### config.mk
export PLATFORM = sky130hd
export DESIGN_NAME = pc_sequencer
export DESIGN_NICKNAME = d
export VERILOG_FILES = /design/src/rtl/cpu4_pkg.sv /design/src/rtl/return_stack.sv /design/src/rtl/pc_sequencer.sv
export SDC_FILE = /design/constraint.sdc
export NUM_CORES = 1
export LEC_CHECK = 0
export BUFFER_PORTS_ARGS = -buffer_cell sky130_fd_sc_hd__clkbuf_2
export CAP_MARGIN = 5
export CORE_MARGIN = 8
export CORE_UTILIZATION = 40
export DETAILED_ROUTE_END_ITERATION = 10
export PLACE_DENSITY = 0.72
export SYNTH_ARGS = -nofsm -noshare
export SYNTH_HDL_FRONTEND = slang
export SYNTH_SLANG_ARGS = --single-unit
### constraint.sdc
create_clock -name clk -period 3.1 [get_ports clk]
set_input_delay 0.155 -clock clk [delete_from_list [all_inputs] [get_ports clk]]
set_output_delay 0.155 -clock clk [all_outputs]
set_load 0.05 [all_outputs]
### src/rtl/cpu4_pkg.sv
// Shared definitions for the 4-bit CPU: opcodes, sequencer state encoding and widths.
package cpu4_pkg;

  localparam int PC_W    = 4;
  localparam int INSTR_W = 8;

  localparam logic [3:0] OP_HLT  = 4'hF;
  localparam logic [3:0] OP_JMP  = 4'hE;
  localparam logic [3:0] OP_JZ   = 4'hD;
  localparam logic [3:0] OP_CALL = 4'hC;
  localparam logic [3:0] OP_RET  = 4'hB;

  typedef enum logic [2:0] {
    ST_IDLE,
    ST_FETCH,
    ST_DECODE,
    ST_EXEC,
    ST_HALT
  } seq_state_t;

  // Control-flow opcodes never reach the datapath, even when CALL/RET are compiled out.
  function automatic logic is_datapath_op(input logic [3:0] op);
    return !(op inside {OP_HLT, OP_JMP, OP_JZ, OP_CALL, OP_RET});
  endfunction

endpackage

### src/rtl/return_stack.sv
// Two-deep LIFO of return addresses; a push when full drops the oldest entry.
module return_stack
  import cpu4_pkg::*;
(
  input  logic            clk,
  input  logic            rst_n,
  input  logic            push,
  input  logic            pop,
  input  logic [PC_W-1:0] din,
  output logic [PC_W-1:0] dout,
  output logic            full,
  output logic            empty
);

  logic [PC_W-1:0] entry [2];
  logic [1:0]      count;

  always_ff @(posedge clk or negedge rst_n) begin
    if (!rst_n) begin
      count <= 2'd0;
    end else if (push) begin
      count <= (count == 2'd2) ? 2'd2 : count + 2'd1;
    end else if (pop && count != 2'd0) begin
      count <= count - 2'd1;
    end
  end

  // Storage needs no reset: occupancy alone decides what is valid.
  always_ff @(posedge clk) begin
    if (push) begin
      entry[1] <= entry[0];
      entry[0] <= din;
    end else if (pop) begin
      entry[0] <= entry[1];
    end
  end

  assign dout  = entry[0];
  assign full  = (count == 2'd2);
  assign empty = (count == 2'd0);

endmodule

### src/rtl/pc_sequencer.sv
// Program counter and FETCH/DECODE/EXEC sequencer for the 4-bit CPU.
// Optional CALL/RET return stack enabled by defining PC_SEQ_CALL_STACK_EN.
module pc_sequencer
  import cpu4_pkg::*;
#(
  parameter logic [PC_W-1:0] RESET_PC = 4'h0
) (
  input  logic               clk,
  input  logic               rst_n,
  input  logic               run,
  input  logic               step,
  input  logic [INSTR_W-1:0] instr_in,
  input  logic               zero_flag,
  output logic [PC_W-1:0]    rom_addr,
  output logic [3:0]         ir_opcode,
  output logic [3:0]         ir_operand,
  output logic               exec_strobe,
  output logic               busy,
  output logic               halted,
  output logic               stack_err
);

  seq_state_t         state;
  logic [PC_W-1:0]    pc;
  logic [INSTR_W-1:0] ir;
  logic               single_step;
  logic [PC_W-1:0]    pc_inc;
  logic [PC_W-1:0]    pc_next;

  assign pc_inc     = pc + 4'd1;
  assign rom_addr   = pc;
  assign ir_opcode  = ir[7:4];
  assign ir_operand = ir[3:0];

`ifdef PC_SEQ_CALL_STACK_EN
  logic            stk_push;
  logic            stk_pop;
  logic            stk_full;
  logic            stk_empty;
  logic [PC_W-1:0] stk_dout;
  logic            err_set;

  return_stack u_return_stack (
    .clk   (clk),
    .rst_n (rst_n),
    .push  (stk_push),
    .pop   (stk_pop),
    .din   (pc_inc),
    .dout  (stk_dout),
    .full  (stk_full),
    .empty (stk_empty)
  );

  always_comb begin
    pc_next  = pc_inc;
    stk_push = 1'b0;
    stk_pop  = 1'b0;
    err_set  = 1'b0;
    case (ir_opcode)
      OP_HLT:  pc_next = pc;
      OP_JMP:  pc_next = ir_operand;
      OP_JZ:   pc_next = zero_flag ? ir_operand : pc_inc;
      OP_CALL: begin
        pc_next  = ir_operand;
        stk_push = (state == ST_EXEC);
        err_set  = stk_full;
      end
      OP_RET: begin
        pc_next = stk_empty ? pc_inc : stk_dout;
        stk_pop = (state == ST_EXEC) && !stk_empty;
        err_set = stk_empty;
      end
      default: pc_next = pc_inc;
    endcase
  end

  always_ff @(posedge clk or negedge rst_n) begin
    if (!rst_n) begin
      stack_err <= 1'b0;
    end else if (state == ST_EXEC && err_set) begin
      stack_err <= 1'b1;
    end
  end
`else
  // CALL and RET fall into the default arm and behave as NOPs.
  always_comb begin
    pc_next = pc_inc;
    case (ir_opcode)
      OP_HLT:  pc_next = pc;
      OP_JMP:  pc_next = ir_operand;
      OP_JZ:   pc_next = zero_flag ? ir_operand : pc_inc;
      default: pc_next = pc_inc;
    endcase
  end

  assign stack_err = 1'b0;
`endif

  always_ff @(posedge clk or negedge rst_n) begin
    if (!rst_n) begin
      state       <= ST_IDLE;
      pc          <= RESET_PC;
      ir          <= '0;
      single_step <= 1'b0;
      exec_strobe <= 1'b0;
      busy        <= 1'b0;
      halted      <= 1'b0;
    end else begin
      case (state)
        ST_IDLE: begin
          if (run || step) begin
            state       <= ST_FETCH;
            single_step <= !run;
            busy        <= 1'b1;
          end
        end
        ST_FETCH: begin
          state <= ST_DECODE;
        end
        ST_DECODE: begin
          ir          <= instr_in;
          exec_strobe <= is_datapath_op(instr_in[7:4]);
          state       <= ST_EXEC;
        end
        ST_EXEC: begin
          exec_strobe <= 1'b0;
          pc          <= pc_next;
          if (ir_opcode == OP_HLT) begin
            state  <= ST_HALT;
            busy   <= 1'b0;
            halted <= 1'b1;
          end else if (run && !single_step) begin
            state <= ST_FETCH;
          end else begin
            state <= ST_IDLE;
            busy  <= 1'b0;
          end
        end
        ST_HALT: begin
          state <= ST_HALT;
        end
        default: begin
          state <= ST_IDLE;
          busy  <= 1'b0;
        end
      endcase
    end
  end

endmodule

* After elaboration in Yosys (flattened, before gate mapping)
Index checks and enable logic that the tools add are counted.
W data, S select, Z words.
** Storage, ports and cells
- Input bits :: 13
- Output and inout port bits :: 16
- Word-level logic and storage cells :: 48
- Register bits :: 19
** Operators by class
- Multiplexer cells :: 11
- Eq/ne operators :: 14
- Reduce and logical (&&, ||, !) cells :: 13
- $add $sub $neg :: 1
- Bitwise logic cells :: 2
** Operator list (count)
- $eq A4 B4 Y1 const B :: 8
- $pmux W3 S5 :: 1
- $pmux W4 S3 :: 1
- $eq A3 B2 Y1 const B :: 2
- $mux W3 :: 2
- $reduce_and A2 Y1 :: 3
- $reduce_bool A5 Y1 :: 1
- $add A4 B1 Y4 const B :: 1
- $mux W1 :: 4
- $mux W4 :: 1
- $eq A3 B1 Y1 const B :: 1
- $eq A3 B3 Y1 const B :: 1
- $logic_not A1 Y1 :: 3
- $logic_not A3 Y1 :: 1
- $ne A3 B3 Y1 const B :: 1
- $pmux W1 S3 :: 1
- $reduce_and A3 Y1 :: 1
- $reduce_or A3 Y1 :: 1
- $ne A2 B2 Y1 const B :: 1
- $not A1 Y1 :: 2
- $pmux W1 S2 :: 1
- $reduce_bool A2 Y1 :: 1
- $logic_and A1 B1 Y1 :: 1
- $logic_or A1 B1 Y1 :: 1

* Depth between registers and ports, before layout
- Depth in word-level cells :: 5
- Gate-level depth with buffers :: 6

* Worst setup path before layout
No wires, ideal clock.
- Path kind :: register to register
- Start :: reg ir[5]
- End :: reg pc[3], in the netlist rom_addr[3]
- Path buffers :: 0
- Stages on the path, launching flop included :: 5
- Required time :: 2.978 ns
- Setup time :: 0.122 ns
- Setup slack :: 1.398 ns
- Arrival :: 1.580 ns
- Period minus slack after synthesis :: 1.702 ns
- Cells stage by stage :: dfrtp_1 -> nand3b_1 -> a21oi_2 -> mux2_1 -> a2bb2oi_2
** On the way
- Cells in the longest elaborated chain, start to end :: 3
- Elaborated cells between the ends (all ways) :: 6
** RTL lines
- start: declaration :: RTL line pc_sequencer.sv:25 : logic [INSTR_W-1:0] ir;
- start signal: assignment :: RTL line pc_sequencer.sv:121 : ir <= instr_in;
- branches (longest 3 deep; another with $eq A4 B4 Y1)
- end signal: assignment :: RTL line pc_sequencer.sv:127 : pc <= pc_next;
- end: declaration :: RTL line pc_sequencer.sv:24 : logic [PC_W-1:0] pc;
Several ways; the timed one is not identified.
A chain may end at the register's enable or synchronous reset.

* Worst setup path in the final report
Ends and elaborated chain as after synthesis.

==> impl_metrics.toml <==
[status]
outcome = "finished, final reports clean"

[place]
dp_hpwl_um = 1620
gp_congestion = 0.828
io_buffers = 27
dpl_cell_area_mm2 = 0.00115

[job]
cap_violations = 0

[logic_synthesis]
synth_area_leaders = "dfrtp_1, mux2_2, a21oi_1"
syn_nets = 109
syn_inst = 95
ys_warn_count = 0
yosysTopAreaCell = "dfrtp_1"
syn_avg_cell_area_um2 = 10.8
yosysSeqAreaShare_pct = 46.5
synth-seq-cells = 19
synth_top_area_share_pct = 46.5
synth_area_mm2 = 0.00102
synth_cell_types = 39

[detailed_routing]
wl_um = 2090
avgRoutedWirePerCell_um = 13.8
drc = 0
vias = 802
antenna_left = 0
drt_iter0_drc = 24
dr.pass1.iters = 4
viasPerCell = 5.28

[layout]
post-route-util_pct = 48.2
fin_nets = 137
drive_gt1_share_pct = 39.3
fin_area_mm2 = 0.00118
fill_cells = 257
ff_latch_area_um2 = 475
multi_input_area_um2 = 488
areaGrowthSynthToFinish_pct = 15.6
diodes = 0

[global_route]
grt_antenna_before_repair = 0
met2_usage_pct = 16.2
grt_max_degree = 20
grt_use_met1_pct = 12.3
top_usage_layer = "met2"
grtUsageMet3_pct = 4.19
grt_pass1_vias = 849
grt_remaining_overflow = 0
grt_pass1_wl_um = 3660
grt_usage_pct = 10.7

[clock_tree]
clk_pin_slew_worst_paths_ns = 0.11
cts_root_buf = "clkbuf_4"
clock_path_buffers = 2
cts_sinks = 19
cts_tree = "done"
cts-htree-levels = 1
cts_made_buffers = 3
clock_latency_ns = 0.30

[min_path]
worstHoldPathCells = 3
hold_path_class = "in2reg"

[timing]
finalHoldViolations = 0
finalSetupTns_ns = 0
fin_worst_skew_ns = 0.00433
hold_slack_ns = 0.0533
finalMaxSlewViolations = 0
fmax_ghz = 0.633
rsz0062_at_grt = "no"
layout_min_cycle_time_ns = 1.58
layout_worst_path_cycle_share_pct = 50.9
final-setup-viol-count = 0

[floorplan]
die_h_um = 66.6
num_rows = 18
io_pins = 29
die_area_mm2 = 0.00443
initial_core_util_pct = 41.7
coreArea_mm2 = 0.00245
die-width_um = 66.6

[worst_setup_path]
r2r_cells = 4
cp_slowest_cell = "dfrtp_1"
worstSetupEndpointType = "register"
critical_path_required_ns = 3.30
critical_path_class = "reg2reg"
crit_path_cell_trace = "nand3b_1, a21oi_2, mux2_1, a2bb2oi_2"
crit_path_max_incr_delay_ns = 0.48
arrival_ns = 1.78
crit_path_start_kind = "register"
cp_max_fo = 8
flip-flops by register name (all words and copies together), names as in the netlist:
| register | flops |
|---|---|
| ir | 8 |
| rom_addr | 4 |
| state | 3 |
| busy | 1 |
| exec_strobe | 1 |
| halted | 1 |
| single_step | 1 |
per-stage QoR:
| step | setup WS (ns) | cells |
|---|---|---|
| 2_1_floorplan | 1.40 | 95 |
| 3_3_place_gp | 1.57 | 147 |
| 3_5_place_dp | 1.53 | 147 |
| 4_1_cts | 1.52 | 152 |
| 5_1_grt | 1.42 | 152 |
| 6_report | 1.52 | 152 |
cells by family after synthesis:
kind of cell,share of synthesized area [%]
compound gates,17.5
xor+xnor,0.856
fa+ha+maj,1.22
buf+inv,5.87
flops,46.5
mux,8.80
other cells,0.366
simple gates,19.0
cells in the final DEF, fill, tap and decap left out, types with 2 or more instances in the layout:
master and instances:
mux2_2 7, a21oi_1 7, dfrtp_1 19, nor3_1 4, nor2_1 8, nand2b_1 2
o21bai_1 2, inv_1 2, nand2_1 8, clkbuf_2 27, clkbuf_4 3, o21ai_0 4
per-layer routing:
layer,up-vias,share of wire (%)
met5,-,0
met2,23,43
met1,378,46
met4,0,3.0
li1,394,-
met3,7,7.3
layout make-up:
type | instances | share of cell area (%)
multi-input combinational | 68 | 41.2
sequential | 19 | 40.2
timing repair buffer | 28 | 12.3
tap | 30 | 3.17
clock buffer | 4 | 2.22
inverter | 3 | 0.951
critical path, delay by kind of cell (launching register included):
| kind | cells | cell delay (ns) |
|---|---|---|
| AOI/OAI and AO/OA | 2 | 0.41 |
| DFF | 1 | 0.48 |
| and+or+nand+nor | 1 | 0.22 |
| muxes | 1 | 0.37 |
synth_stat cells, drive strengths merged:
master,count
dfrtp,19
a21oi,8
mux2,8
nand2,8
nor2,8
buf,5
nor3,5
o21ai,4
inv,3
nand2b,3
a211o,2
nand3b,2
o21bai,2
a211oi,1
a21bo,1
a21o,1
a2bb2oi,1
a32o,1
and2,1
and3,1
conb,1
ha,1
nand3,1
nand4,1
nor2b,1
nor3b,1
o22ai,1
o32a,1
o41ai,1
or2,1
xnor2,1
what timing repair did:
item	CTS	global route
resized for setup	0	0
hold buffers	1	0
endpoints found under the hold margin	19	0
buffers inserted	0	0
path summary, 6_finish.rpt:
kind / start / endpoint / slack [ns]
hold / removal: instr_in[0] / ir[0] / 0.05
min in group asynchronous: rst_n / ir[2] / 0.33
setup reg to reg: ir[5] / rom_addr[3] / 1.52
setup / recovery: ir[5] / rom_addr[3] / 1.52
hold reg to reg: halted / halted / 0.47
max in group asynchronous: rst_n / busy / 2.44
Power is left out: the tool's default activity adds up to more than one toggle a clock period on the data nets, which glitch-free logic cannot reach.
